File: config.mk
export PLATFORM = sky130hd
export DESIGN_NAME = divider
export DESIGN_NICKNAME = d
export VERILOG_FILES = /design/src/rtl/divider_pkg.sv /design/src/rtl/divider_div_step.sv /design/src/rtl/divider.sv
export SDC_FILE = /design/constraint.sdc
export NUM_CORES = 1
export LEC_CHECK = 0
export ABC_AREA = 1
export CELL_PAD_IN_SITES_DETAIL_PLACEMENT = 1
export CELL_PAD_IN_SITES_GLOBAL_PLACEMENT = 2
export CORE_ASPECT_RATIO = 0.75
export CORE_MARGIN = 3
export CORE_UTILIZATION = 32
export CTS_CLUSTER_DIAMETER = 200
export DETAILED_ROUTE_END_ITERATION = 7
export HOLD_SLACK_MARGIN = 0.02
export PLACE_DENSITY = 0.89
export REMOVE_ABC_BUFFERS = 1
export SLEW_MARGIN = 5
export SYNTH_ARGS = -nofsm -noshare
export SYNTH_HDL_FRONTEND = slang
export SYNTH_HIERARCHICAL = 1
export SYNTH_SLANG_ARGS = --single-unit
File: constraint.sdc
create_clock -name clk -period 2.9 [get_ports clk]
set_input_delay 0.58 -clock clk [delete_from_list [all_inputs] [get_ports clk]]
set_output_delay 0.58 -clock clk [all_outputs]
set_load 0.02 [all_outputs]
File: src/rtl/divider_pkg.sv
// Shared definitions for the RV32M iterative divider: op encodings, width, FSM states.
package divider_pkg;

  localparam int unsigned XLEN_DEF = 32;

  // op equals funct3[1:0] of the M-extension divide instructions
  localparam logic [1:0] OP_DIV  = 2'b00;
  localparam logic [1:0] OP_DIVU = 2'b01;
  localparam logic [1:0] OP_REM  = 2'b10;
  localparam logic [1:0] OP_REMU = 2'b11;

  typedef enum logic [1:0] {
    S_IDLE,
    S_CALC,
    S_FIN
  } div_state_e;

  function automatic logic op_is_signed(input logic [1:0] op);
    return !((op == OP_DIVU) || (op == OP_REMU));
  endfunction

  function automatic logic op_is_rem(input logic [1:0] op);
    return !((op == OP_DIV) || (op == OP_DIVU));
  endfunction

endpackage

File: src/rtl/divider_div_step.sv
// One combinational restoring-division step: shift in a dividend bit, trial-subtract the divisor.
module div_step #(
  parameter int unsigned XLEN = 32
) (
  input  logic [XLEN-1:0] rem_i,
  input  logic [XLEN-1:0] div_i,
  input  logic            bit_i,
  output logic [XLEN-1:0] rem_o,
  output logic            qbit_o
);

  logic [XLEN:0] shifted;
  logic [XLEN:0] trial;

  // Remainder stays below the divisor, so a non-negative difference fits in XLEN
  // bits and bit XLEN of the trial difference is exactly the borrow.
  always_comb begin
    shifted = {rem_i, bit_i};
    trial   = shifted - {1'b0, div_i};
    qbit_o  = ~trial[XLEN];
    rem_o   = qbit_o ? trial[XLEN-1:0] : shifted[XLEN-1:0];
  end

endmodule

File: src/rtl/divider.sv
// Iterative RV32M divider (DIV/DIVU/REM/REMU), start/busy/done handshake.
// Optional macro DIVIDER_FASTPATH_EN: divide-by-zero and signed overflow skip the 32 steps.
module divider
  import divider_pkg::*;
#(
  parameter int unsigned XLEN = XLEN_DEF
) (
  input  logic            clk,
  input  logic            rst,
  input  logic            start,
  input  logic            kill,
  input  logic [1:0]      op,
  input  logic [XLEN-1:0] a,
  input  logic [XLEN-1:0] b,
  input  logic [4:0]      rd_in,
  output logic            busy,
  output logic            done,
  output logic [XLEN-1:0] result,
  output logic [4:0]      rd_out,
  output logic            we_out
);

  localparam int unsigned CW = $clog2(XLEN);
  localparam logic [XLEN-1:0] MIN_NEG = {1'b1, {(XLEN-1){1'b0}}};

  div_state_e      state_q;
  logic [1:0]      op_q;
  logic [4:0]      rd_lat_q;
  logic [XLEN-1:0] a_q;
  logic [XLEN-1:0] dvd_q;
  logic [XLEN-1:0] dvs_q;
  logic [XLEN-1:0] rem_q;
  logic [XLEN-1:0] quo_q;
  logic            qneg_q;
  logic            rneg_q;
  logic            div0_q;
  logic            ovf_q;
  logic [CW-1:0]   cnt_q;
  logic            done_q;
  logic            we_q;
  logic [XLEN-1:0] result_q;
  logic [4:0]      rd_out_q;

  logic            in_signed;
  logic [XLEN-1:0] abs_a;
  logic [XLEN-1:0] abs_b;
  logic            in_div0;
  logic            in_ovf;
  logic            fast_go;
  logic [XLEN-1:0] step_rem;
  logic            step_qbit;
  logic [XLEN-1:0] quo_fix;
  logic [XLEN-1:0] rem_fix;
  logic [XLEN-1:0] result_d;

  always_comb begin
    in_signed = op_is_signed(op);
    abs_a     = (in_signed && a[XLEN-1]) ? -a : a;
    abs_b     = (in_signed && b[XLEN-1]) ? -b : b;
    in_div0   = (b == '0);
    in_ovf    = in_signed && (a == MIN_NEG) && (b == '1);
  end

`ifdef DIVIDER_FASTPATH_EN
  assign fast_go = in_div0 | in_ovf;
`else
  assign fast_go = 1'b0;
`endif

  div_step #(.XLEN(XLEN)) u_step (
    .rem_i  (rem_q),
    .div_i  (dvs_q),
    .bit_i  (dvd_q[XLEN-1]),
    .rem_o  (step_rem),
    .qbit_o (step_qbit)
  );

  // Special cases override the sign fix; the fast path leaves quo/rem stale, so
  // those results must come only from the latched raw dividend and constants.
  always_comb begin
    quo_fix = qneg_q ? -quo_q : quo_q;
    rem_fix = rneg_q ? -rem_q : rem_q;
    if (div0_q) begin
      quo_fix = '1;
      rem_fix = a_q;
    end else if (ovf_q) begin
      quo_fix = MIN_NEG;
      rem_fix = '0;
    end
    result_d = op_is_rem(op_q) ? rem_fix : quo_fix;
  end

  always_ff @(posedge clk) begin
    if (rst) begin
      state_q  <= S_IDLE;
      op_q     <= '0;
      rd_lat_q <= '0;
      a_q      <= '0;
      dvd_q    <= '0;
      dvs_q    <= '0;
      rem_q    <= '0;
      quo_q    <= '0;
      qneg_q   <= 1'b0;
      rneg_q   <= 1'b0;
      div0_q   <= 1'b0;
      ovf_q    <= 1'b0;
      cnt_q    <= '0;
      done_q   <= 1'b0;
      we_q     <= 1'b0;
      result_q <= '0;
      rd_out_q <= '0;
    end else begin
      done_q <= 1'b0;
      we_q   <= 1'b0;
      if (kill) begin
        state_q <= S_IDLE;
      end else begin
        case (state_q)
          S_IDLE: begin
            if (start) begin
              op_q     <= op;
              rd_lat_q <= rd_in;
              a_q      <= a;
              dvd_q    <= abs_a;
              dvs_q    <= abs_b;
              qneg_q   <= in_signed && (a[XLEN-1] ^ b[XLEN-1]);
              rneg_q   <= in_signed && a[XLEN-1];
              div0_q   <= in_div0;
              ovf_q    <= in_ovf;
              rem_q    <= '0;
              cnt_q    <= CW'(XLEN - 1);
              state_q  <= fast_go ? S_FIN : S_CALC;
            end
          end
          S_CALC: begin
            rem_q <= step_rem;
            quo_q <= {quo_q[XLEN-2:0], step_qbit};
            dvd_q <= {dvd_q[XLEN-2:0], 1'b0};
            if (cnt_q == '0) begin
              state_q <= S_FIN;
            end else begin
              cnt_q <= cnt_q - 1'b1;
            end
          end
          S_FIN: begin
            result_q <= result_d;
            rd_out_q <= rd_lat_q;
            done_q   <= 1'b1;
            we_q     <= (rd_lat_q != '0);
            state_q  <= S_IDLE;
          end
          default: state_q <= S_IDLE;
        endcase
      end
    end
  end

  assign busy   = (state_q != S_IDLE);
  assign done   = done_q;
  assign we_out = we_q;
  assign result = result_q;
  assign rd_out = rd_out_q;

endmodule

==> results.tsv <==
metric	value	unit
drv_slew	0	
power.internal	6120	uW
top_usage_layer	met2	
fmax	0.366	GHz
drt_iter0_drc	1219	
p_leak	0.00862	uW
grt_overflow	0	
grt_antenna_before_repair	1	
die_w	260	um
numCtsBuffers	26	
finalCriticalPeriod	2.73	ns
ctsResizeCount	0	
cp_max_fo	8	
reg2regPathDepth	14	
die-area	0.0511	mm^2
max_cap_viol_count	0	
seq_area_frac_synth	27.9	%
grt_pass1_wl	97.4	mm
grt_util_met2	35.9	%
clk-insertion-delay-late	0.57	ns
synthFlopType	dfxtp_1	
n_antenna_cell	0	
root_buffer	clkbuf_16	
synth_common_cells	nand2_1 (710), inv_1 (326), a21oi_1 (268)	
grt_use_met3	5.61	%
cts_buffer_depth	3	
wire_per_inst	19.0	um
syn_area_per_cell	6.01	um^2
port_buffers	114	
setup_ws	0.169	ns
gp_congestion	0.929	
pwr-share-clk	34.6	%
grt_setup_unrepaired	false	
hold_path.class	flop to flop	
synth_edf_count	0	
synth_top_area_cell	dfxtp_1	
yosys.area.top_type_share	27.9	%
fin_cells	3320	
hold_depth	2	
rows	69	
clock_sinks	216	
drt_first_pass_iters	7	
seq_power_share	33.2	%
core	0.0476	mm^2
power_switching	3780	uW
timing.max_slew.rel_slack	37.9	%
ys_warn_count	6	
ys_ff_latch	216	
start_util	32.6	%
pwr-share-comb	32.2	%
nFillCells	6280	
ir_drop	0.389	mV
tightest_slew	0.931	ns
synth_area_leaders	dfxtp_1 (28%), nand2_1 (17%), a21oi_1 (8.7%)	
globalRouteMet1Util	34.8	%
grt_pass1_vias	17334	
outcome	completed	
hold_buffers	0	
boundaryPins	115	
async_reset_ff_share	0	%
critPathArrivalTime	3.20	ns
required	3.37	ns
synth_cell_types	53	
hold_viol	0	
setup_viol	0	
ant_nets	0	
yosys.cell_count.top_type	nand2_1	
netlist_area	0.0155	mm^2
p_per_area	537	mW/mm^2
worstSetupStartpointType	flop	
clock-skew-final	0.0173	ns
syn_inst	2578	
cts.reportedPaths.clkPinSlew	0.07	ns
wl	63.1	mm
fp.dieH	197	um
post-place-ws	0.186	ns
hpwl	48.2	mm
fin_nets	2777	
critical_path_class	flop to flop	
placedCellCount	3268	
cts_post_setup_buffers_inserted	0	
vias	17446	
crit_path_end_kind	flop	
vias_per_cell	5.25	
grt_max_degree	123	
grt_usage	23.7	%
p_sw_share	38.2	%
area_growth	18.9	%
drive_above_1_share	6.42	%
post-route-drc-count	0	
htree_levels	1	
cts_tree	built	
finalCritPeriodShare	94.2	%
-- per-stage QoR --
step / area, um^2 / hold slack, ns / util (%) / total power, uW / setup TNS, ns
floorplan: 15000 / 0.435 / - / 5240 / -114.46
global placement: 17400 / 0.451 / 36.5 / 6190 / 0
detailed placement: 17400 / 0.458 / 36.5 / 6270 / 0
CTS: 18200 / 0.467 / 38.3 / 9730 / 0
global route: 18400 / 0.486 / 38.7 / 10500 / 0
finish: 18400 / 0.466 / 38.7 / 9890 / 0
-- metal layers --
layer	vias to the layer above	part of all wire, %
met5	-	0.021
met4	2	1.5
met3	53	6.9
met2	366	41
met1	8441	50
li1	8584	-
-- worst max-delay path, cell delays in order (launching register included) --
cell and delay [ns]:
dfxtp_1 0.50, ha_1 0.34, nand2_1 0.10, nand2_1 0.10, nand2_1 0.12, nand2_1 0.08
a21oi_1 0.23, nand2_4 0.12, nand2_4 0.12, nand3_4 0.23, nand2_8 0.22, nand2_1 0.07
nand2_1 0.07, a21oi_1 0.06, a211oi_1 0.25
-- placed cells by master, fill, tap and decap left out, types with 3 or more instances in the layout --
cell type / n
nand2_1: 710
inv_1: 324
a21oi_1: 268
nor2_1: 258
dfxtp_1: 216
o21ai_0: 211
nand3_1: 163
clkdlybuf4s50_1: 113
buf_4: 43
nand4_1: 40
ha_1: 39
xor2_1: 34
a211oi_2: 28
o211ai_1: 28
clkbuf_16: 26
nor3_1: 24
a31oi_1: 21
clkinv_2: 9
inv_2: 7
nor2_2: 7
nand2_2: 7
nand2_8: 7
o21bai_1: 7
o21ai_1: 6
clkbuf_8: 6
xnor2_1: 5
nor2_4: 5
and2_1: 5
nor4_1: 5
nand2_4: 5
buf_12: 5
nand3b_1: 4
clkbuf_1: 4
a211oi_1: 3
o21a_1: 3
-- logic make-up after synthesis --
family          Yosys count  synth area share (%)
buf+inv                 445                  11.4
simple gates           1247                  33.6
fa+ha+maj                40                  3.28
flops                   216                  27.9
xor+xnor                 39                  2.21
compound gates          591                  21.6
-- power groups by stage --
stage	Sequential (uW)	Combinational [uW]	Clock (uW)
floorplan	3290	1950	0
finish	3280	3180	3430
global route	3300	3560	3630
global placement	3340	2850	0
detailed placement	3340	2930	0
CTS	3280	2950	3510
-- layout make-up --
type,instances,area (um^2),area share (%)
multi-input cells,1922,9600,52.1
flip-flops and latches,216,4320,23.5
clock buffers,36,748,4.06
clock inverters,11,134,0.727
repair buffers,161,1550,8.44
inverters,335,1260,6.84
well taps,639,800,4.34
-- final timing paths --
check / endpoint / slack, ns / startpoint
setup / recovery: rem_q[31] / 0.17 / rem_q[8]
hold / removal: dvd_q[7] / 0.47 / dvd_q[7]
setup reg to reg: rem_q[31] / 0.17 / rem_q[8]
hold reg to reg: dvd_q[7] / 0.47 / dvd_q[7]
-- registers in the layout, summed over array words and instances, names as in the netlist, 2 cells and up --
register  flops
result       32
a_q          32
cnt_q         5
rd_lat_q      5
dvd_q        32
state_q       2
rem_q        32
rd_out        5
dvs_q        32
quo_q        32
No activity file was read; power rests on OpenSTA's default activity.
